`config.mk`:
```
export PLATFORM = sky130hd
export DESIGN_NAME = booth_divider
export DESIGN_NICKNAME = d
export VERILOG_FILES = /design/src/rtl/booth_div_pkg.sv /design/src/rtl/booth_divider_div_step.sv /design/src/rtl/booth_divider.sv
export SDC_FILE = /design/constraint.sdc
export NUM_CORES = 1
export LEC_CHECK = 0
export CORE_UTILIZATION = 58
export CTS_CLUSTER_SIZE = 40
export DETAILED_ROUTE_END_ITERATION = 6
export PLACE_DENSITY = 0.91
export SYNTH_ARGS = -nofsm -noshare
export SYNTH_HDL_FRONTEND = slang
export SYNTH_SLANG_ARGS = --single-unit
```
`constraint.sdc`:
```
create_clock -name clk -period 4.5 [get_ports clk]
set_input_delay 0.9 -clock clk [delete_from_list [all_inputs] [get_ports clk]]
set_output_delay 0.9 -clock clk [all_outputs]
set_load 0.005 [all_outputs]
```
`src/rtl/booth_div_pkg.sv`:
```
// Shared types and constants for the sequential signed divider.
package booth_div_pkg;

    typedef enum logic [1:0] {
        IDLE = 2'd0,
        BUSY = 2'd1,
        FIX  = 2'd2,
        DONE = 2'd3
    } state_t;

    localparam int DEF_WIDTH = 64;

    // Quotient reported when the divisor is zero
    localparam logic [DEF_WIDTH-1:0] DBZ_QUOT = '1;

endpackage

```
`src/rtl/booth_divider_div_step.sv`:
```
// One restoring-division iteration on unsigned magnitudes.
module div_step #(
    parameter int WIDTH = 64
) (
    input  logic [WIDTH-1:0] p_i,
    input  logic [WIDTH-1:0] q_i,
    input  logic [WIDTH-1:0] d_i,
    output logic [WIDTH-1:0] p_o,
    output logic [WIDTH-1:0] q_o
);

    logic [WIDTH:0] p_sh;
    logic [WIDTH:0] p_sub;

    assign p_sh  = {p_i, q_i[WIDTH-1]};
    assign p_sub = p_sh - {1'b0, d_i};

    // The restored value is always below D, so it fits in WIDTH bits
    always_comb begin
        if (p_sh >= {1'b0, d_i}) begin
            p_o = p_sub[WIDTH-1:0];
            q_o = {q_i[WIDTH-2:0], 1'b1};
        end else begin
            p_o = p_sh[WIDTH-1:0];
            q_o = {q_i[WIDTH-2:0], 1'b0};
        end
    end

endmodule

```
`src/rtl/booth_divider.sv`:
```
// Sequential signed divider: restoring division on magnitudes, then sign fix-up.
module booth_divider
    import booth_div_pkg::*;
#(
    parameter int WIDTH = DEF_WIDTH,
    parameter int CNT_W = 7
) (
    input  logic             clk,
    input  logic             reset,
    input  logic             op_start,
    input  logic             op_clear,
    input  logic [WIDTH-1:0] dividend,
    input  logic [WIDTH-1:0] divisor,
    output logic             op_done,
    output logic             busy,
    output logic [WIDTH-1:0] quotient,
    output logic [WIDTH-1:0] remainder,
    output logic             div_by_zero
);

    state_t             state_q, state_d;
    logic [WIDTH-1:0]   p_q, p_d, q_q, q_d, d_q, d_d;
    logic [WIDTH-1:0]   quot_q, quot_d, rem_q, rem_d;
    logic [CNT_W-1:0]   cnt_q, cnt_d;
    logic               sq_q, sq_d, sr_q, sr_d;
    logic               done_q, done_d, busy_q, busy_d, dbz_q, dbz_d;
    logic [WIDTH-1:0]   p_nxt, q_nxt;

    div_step #(.WIDTH(WIDTH)) u_step (
        .p_i (p_q),
        .q_i (q_q),
        .d_i (d_q),
        .p_o (p_nxt),
        .q_o (q_nxt)
    );

    always_comb begin
        state_d = state_q;
        p_d     = p_q;
        q_d     = q_q;
        d_d     = d_q;
        quot_d  = quot_q;
        rem_d   = rem_q;
        cnt_d   = cnt_q;
        sq_d    = sq_q;
        sr_d    = sr_q;
        done_d  = done_q;
        busy_d  = busy_q;
        dbz_d   = dbz_q;

        if (op_clear) begin
            state_d = IDLE;
            p_d     = '0;
            q_d     = '0;
            d_d     = '0;
            quot_d  = '0;
            rem_d   = '0;
            cnt_d   = '0;
            sq_d    = 1'b0;
            sr_d    = 1'b0;
            done_d  = 1'b0;
            busy_d  = 1'b0;
            dbz_d   = 1'b0;
        end else if (op_start) begin
            p_d   = '0;
            cnt_d = '0;
            sq_d  = dividend[WIDTH-1] ^ divisor[WIDTH-1];
            sr_d  = dividend[WIDTH-1];
            if (divisor == '0) begin
                state_d = DONE;
                q_d     = '0;
                d_d     = '0;
                quot_d  = DBZ_QUOT[WIDTH-1:0];
                rem_d   = dividend;
                done_d  = 1'b1;
                busy_d  = 1'b0;
                dbz_d   = 1'b1;
            end else begin
                // Negating MIN wraps back to 2^(WIDTH-1), the correct unsigned magnitude
                state_d = BUSY;
                q_d     = dividend[WIDTH-1] ? -dividend : dividend;
                d_d     = divisor[WIDTH-1]  ? -divisor  : divisor;
                quot_d  = '0;
                rem_d   = '0;
                done_d  = 1'b0;
                busy_d  = 1'b1;
                dbz_d   = 1'b0;
            end
        end else begin
            case (state_q)
                BUSY: begin
                    p_d   = p_nxt;
                    q_d   = q_nxt;
                    cnt_d = cnt_q + 1'b1;
                    if (cnt_q == CNT_W'(WIDTH - 1)) state_d = FIX;
                end
                FIX: begin
                    quot_d  = sq_q ? -q_q : q_q;
                    rem_d   = sr_q ? -p_q : p_q;
                    done_d  = 1'b1;
                    busy_d  = 1'b0;
                    state_d = DONE;
                end
                default: ;
            endcase
        end
    end

    always_ff @(posedge clk) begin
        if (reset) begin
            state_q <= IDLE;
            p_q     <= '0;
            q_q     <= '0;
            d_q     <= '0;
            quot_q  <= '0;
            rem_q   <= '0;
            cnt_q   <= '0;
            sq_q    <= 1'b0;
            sr_q    <= 1'b0;
            done_q  <= 1'b0;
            busy_q  <= 1'b0;
            dbz_q   <= 1'b0;
        end else begin
            state_q <= state_d;
            p_q     <= p_d;
            q_q     <= q_d;
            d_q     <= d_d;
            quot_q  <= quot_d;
            rem_q   <= rem_d;
            cnt_q   <= cnt_d;
            sq_q    <= sq_d;
            sr_q    <= sr_d;
            done_q  <= done_d;
            busy_q  <= busy_d;
            dbz_q   <= dbz_d;
        end
    end

    assign op_done     = done_q;
    assign busy        = busy_q;
    assign quotient    = quot_q;
    assign remainder   = rem_q;
    assign div_by_zero = dbz_q;

endmodule

```
Word-level counts from Yosys, hierarchy flattened. Cells that the tools add are included. Widths: inputs -> output; s select.

$add $sub $neg: 6. Multiply operators: 0. Div/mod/pow operators: 0. Order comparisons: 1. Equality and inequality tests: 4. Shift operators: 0. Multiplexer cells: 26. Bitwise logic cells: 1. Reduce and logical (&&, ||, !) cells: 7.

Operator list (count): $mux 64 (15); $neg 64->64 (4); $ge 65x64->1 (1); $logic_not 64->1 (1); $sub 64x64->64 (1); $add 7x1->7 const B (1); $eq 7x6->1 const B (1); $mux 1 (7); $mux 2 (3); $pmux 2 s2 (1); $reduce_bool 2->1 (2); $ne 3x3->1 const B (1); $reduce_bool 3->1 (1); $reduce_or 3->1 (1); $eq 2x1->1 const B (1); $eq 2x2->1 const B (1); $reduce_and 2->1 (1); $reduce_or 2->1 (1); $xor 1x1->1 (1).

Flip-flop bits (word level): 334. Bits in latches: 0. RAM bits: 0. Memory bits (read-only): 0. Input port bits: 132. Output and inout port bits: 131. Word-level logic and storage cells: 57. Memories: 0.

Depth between registers and ports, before layout.
Depth after elaboration: 4. Gate-level depth with buffers: 15. Mapped depth without buffers: 14.

Cells and area by module. A second synthesis with hierarchy kept.

Cells, all modules: 3244. Area, all modules: 24389.6 sq um.

By module, submodules not included: booth_divider (instances 1, cells each 2460, area each 18995.7 sq um, seq. area each 6686.4 sq um); div_step (instances 1, cells each 784, area each 5393.9 sq um, seq. area each 0.0 sq um).

Least setup slack after synthesis. Ideal clock, no wire load.

Kind: input to register. Start: input port divisor[0]. End: register d_q[27]. Setup time: 0.128 ns. Arrival: 3.604 ns. Slack: 0.767 ns. Stages on the path: 13. Cells stage by stage: inv_1 > ha_1 > or4b_2 > nor4_1 > and2_1 > nand4_1 > buf_2 > and2_1 > clkbuf_1 > nand2_1 > buf_2 > buf_2 > o22ai_1.

Word-level cells in the longest chain between the ends: 3. Elaborated cells on any way between the ends: 4. Classes of those cells: add/sub: 1; mux: 2; reduce/logical: 1.

RTL lines: start: declaration (line booth_divider.sv:13) `input logic [WIDTH-1:0] divisor,`; $neg 64->64 (line booth_divider.sv:82) `d_d = divisor[WIDTH-1] ? -divisor : divisor;`; $mux 64 (line booth_divider.sv:82); $mux 64 * (line booth_divider.sv:69) `if (divisor == '0) begin`; end signal: assignment (line booth_divider.sv:114) `d_q <= '0;`; end signal: assignment (line booth_divider.sv:127) `d_q <= d_d;`; end: declaration (line booth_divider.sv:22) `logic [WIDTH-1:0] p_q, p_d, q_q, q_d, d_q, d_d;`.

Every way passes the cells marked *; elsewhere a longest branch is shown, timed or not. A chain may end at the register's enable or synchronous reset.

Final worst setup path.
Start: register q_q[63]. End: register p_q[48].

Word-level cells in the longest chain between the ends: 2. Elaborated cells on any way between the ends: 3. Classes of those cells: add/sub: 1; order compare: 1; mux: 1.

RTL lines: start: declaration (line booth_divider.sv:22); start signal: assignment (line booth_divider.sv:126) `q_q <= q_d;`; $sub 64x64->64 / $ge 65x64->1 (equally long branches) (line booth_divider_div_step.sv:16, booth_divider_div_step.sv:20); $mux 64 * (line booth_divider_div_step.sv:20) `if (p_sh >= {1'b0, d_i}) begin`; end signal: assignment (line booth_divider.sv:125) `p_q <= p_d;`; end: declaration (line booth_divider.sv:22).

Marked as above.

==> impl_metrics.py <==
metrics = {
    "synth": {
        "synth.most_common_cell": "dfxtp_1",
        "synth-xor-area-share": 0.121,
        "ys.flop_type": "dfxtp_1",
        "syn_nets": 3158,
        "synth-simple-area-share": 0.189,
        "synth_seq_area_share": 0.298,
        "synth-edff-count": 0,
        "synthAdderAreaFrac": 0.0393,
        "synthCells": 2956,
        "synth_commonest_cells": "334 x dfxtp_1, 329 x nand2_1, 285 x a21oi_1",
        "yosys_register_bits": 334,
        "syn_area_per_cell_um2": 7.60,
        "synth.mux.area_fraction": 0.0336,
        "ys_types": 79,
        "synth.area.top_cells": "dfxtp_1 30%, xor2_1 6.4%, a21oi_1 6.3%",
        "synth_compound_area_frac": 0.267,
        "yosysTopAreaCell": "dfxtp_1",
        "synth_area_mm2": 0.0225,
        "yosysWarnings": 0,
        "asyncSetResetFlopFracSynth": 0,
        "synth_top_family_by_area": "compound AO/OA/AOI/OAI gates",
        "synth_top_area_share": 0.298,
    },
    "clock_network": {
        "path_clk_slew_ns": 0.06,
        "cts_max_level": 2,
        "insertion_delay_ns": 0.57,
        "cts_max_path_buffers": 3,
        "cts_buffers": 38,
        "cts_root_buf": "clkbuf_16",
        "clock-sinks": 334,
        "cts_tree": "yes",
        "cts_resized": 0,
        "cts_setup_buffers": 0,
        "hold_buffers": 0,
    },
    "grt": {
        "antenna_found_initial": 2,
        "first_global_vias": 21762,
        "grt_pass1_wl_um": 117000,
        "grt_max_degree": 118,
        "grt_util_all_layers": 0.371,
        "gr-total-overflow": 0,
    },
    "final_layout": {
        "fillCellCount": 3034,
        "nets": 3314,
        "area_delta_synth_final_pct": 19.4,
        "stdcell_count": 3656,
        "drive_above_1_share": 0.0579,
        "seqCellArea_mm2": 0.00669,
        "multi_input_area_mm2": 0.0147,
        "design_area_mm2": 0.0268,
    },
    "worst_setup_path": {
        "arrival_ns": 4.71,
        "crit_type": "reg2reg",
        "required_ns": 5.00,
        "critPathCaptureType": "register",
        "critPathLaunchType": "register",
        "cp_max_fo": 4,
    },
    "sta": {
        "final.period_utilization": 0.936,
        "rsz0062_at_grt": "no",
        "setup_violations": 0,
        "hold_viol": 0,
        "hold_ws_ns": 0.450,
        "maxSlewHeadroom": 0.235,
        "worstMarginPinSlew_ns": 1.14,
        "tns_ns": 0,
        "fin_crit_ns": 4.21,
        "finClkSkew_ns": 0.0120,
        "finalMaxSlewViolations": 0,
        "timing.fmax_ghz": 0.237,
    },
    "placement": {
        "dp_hpwl_um": 56400,
        "placed_cells_incl_taps": 3583,
        "placed_cell_area_mm2": 0.0256,
        "numPortBuffers": 262,
        "gp_congestion": 0.970,
    },
    "routing": {
        "drt_iter0_drc": 2326,
        "wl_per_cell_um": 20.5,
        "route.vias.total": 23556,
        "vias_per_cell": 6.44,
        "remaining_drc_errors": 4,
        "drt-total-wl_um": 74900,
        "ant_nets": 0,
        "first_pass_iters": 7,
    },
    "hold_path": {
        "hold_class": "reg2reg",
    },
    "status": {
        "violations": "design-rule violations",
        "status": "complete, but fails checks",
    },
    "power_and_ir_drop": {
        "ir_drop_uv": 203,
        "p_leak_nw": 10.6,
        "p_per_area_mw_per_mm2": 310,
    },
    "floorplan": {
        "initial_core_util": 0.592,
        "dieArea_mm2": 0.0395,
        "rows": 71,
        "die_w_um": 199,
        "io_pins": 263,
        "die_h_um": 199,
        "coreArea_mm2": 0.0379,
    },
    "flow_run": {
        "max_cap_violations": 0,
    },
}
## metal layers
layer,up-vias,GRT usage,wire (um)
met4,2,0.178,3370
met5,-,0,13
met1,10994,0.484,30600
li1,11073,-,-
met2,1258,0.599,34000
met3,229,0.0582,6900
## cells by family (layout without fill, tap and decap cells)
kind of cell / after synthesis / in the layout
buffers and inverters: 306 / 491
XOR/XNOR: 311 / 311
adder cells (fa/ha/maj): 70 / 70
AND/OR/NAND/NOR: 894 / 894
flip-flops: 334 / 334
AO/OA/AOI/OAI: 966 / 966
multiplexers: 75 / 75
other: 0 / 4
## cells in the final DEF (no fill, tap or decap), types with 20 or more instances in the layout
cell type / Yosys / routed
o21ai_0: 255 / 255
o31ai_1: 74 / 74
a21oi_1: 285 / 285
o22ai_1: 80 / 80
inv_1: 97 / 97
a22oi_1: 21 / 21
xnor2_1: 146 / 146
xor2_1: 165 / 165
clkdlybuf4s50_1: 0 / 259
ha_1: 69 / 69
nor3_1: 82 / 82
o211ai_1: 37 / 37
or4_1: 33 / 33
or3_1: 35 / 35
dfxtp_1: 334 / 333
nand3_1: 47 / 47
a211oi_1: 28 / 28
nor4_1: 37 / 37
buf_4: 1 / 54
nand4_1: 34 / 34
a21o_1: 20 / 20
nand2_1: 329 / 326
a221oi_1: 36 / 36
mux2i_1: 72 / 72
clkbuf_16: 0 / 39
o41ai_1: 36 / 36
nor2_1: 200 / 195
## power by group
| group | switching (mW) | total (mW) | internal, mW |
|---|---|---|---|
| Sequential | 0.0930 | 3.14 | 3.05 |
| Combinational | 1.17 | 2.00 | 0.836 |
| Clock | 1.31 | 3.17 | 1.86 |
## worst paths after layout
| check | slack, ns | endpoint | start | cells after the start |
|---|---|---|---|---|
| hold / removal | 0.45 | quotient[2] | quotient[2] | 2 |
| hold reg to reg | 0.45 | quotient[2] | quotient[2] | 2 |
| setup / recovery | 0.29 | p_q[48] | q_q[63] | 14 |
| setup reg to reg | 0.29 | p_q[48] | q_q[63] | 14 |
## through the flow
step | total power, mW | setup WS [ns] | utilization
after floorplan | 4.49 | 0.767 | -
after global placement | 5.12 | 0.0313 | 0.674
after detailed placement | 5.15 | -0.102 | 0.674
after CTS | 8.28 | 0.362 | 0.707
after global routing | 8.61 | 0.0935 | 0.707
final | 8.31 | 0.286 | 0.707
## layout make-up
class / count / area share
diodes: 4 / 0.000373
clock buffers: 54 / 0.0418
clock inverters: 15 / 0.00522
inverters: 98 / 0.0138
multi-input cells: 2316 / 0.547
flip-flops and latches: 334 / 0.249
well taps: 511 / 0.0238
repair buffers: 324 / 0.119
## registers in the layout, summed over array words and instances (netlist names)
name and flops:
op_done 1, quotient 64, d_q 64, cnt_q 7, q_q 64, p_q 64, state_q 2, div_by_zero 1
sq_q 1, busy 1, sr_q 1, remainder 64
## critical path, cell delays in order, from the launching register on
cell and delay, ns:
dfxtp_1 0.32, inv_1 0.24, ha_1 0.23, inv_1 0.06
fa_1 0.39, a21oi_1 0.26, o21ai_0 0.24, a21oi_1 0.41
nor4b_1 0.13, or3b_2 0.47, o21ai_0 0.34, a31oi_1 0.22
or4_1 0.46, a31o_2 0.25, a21oi_1 0.11
Power figures use the tool's default switching activity.
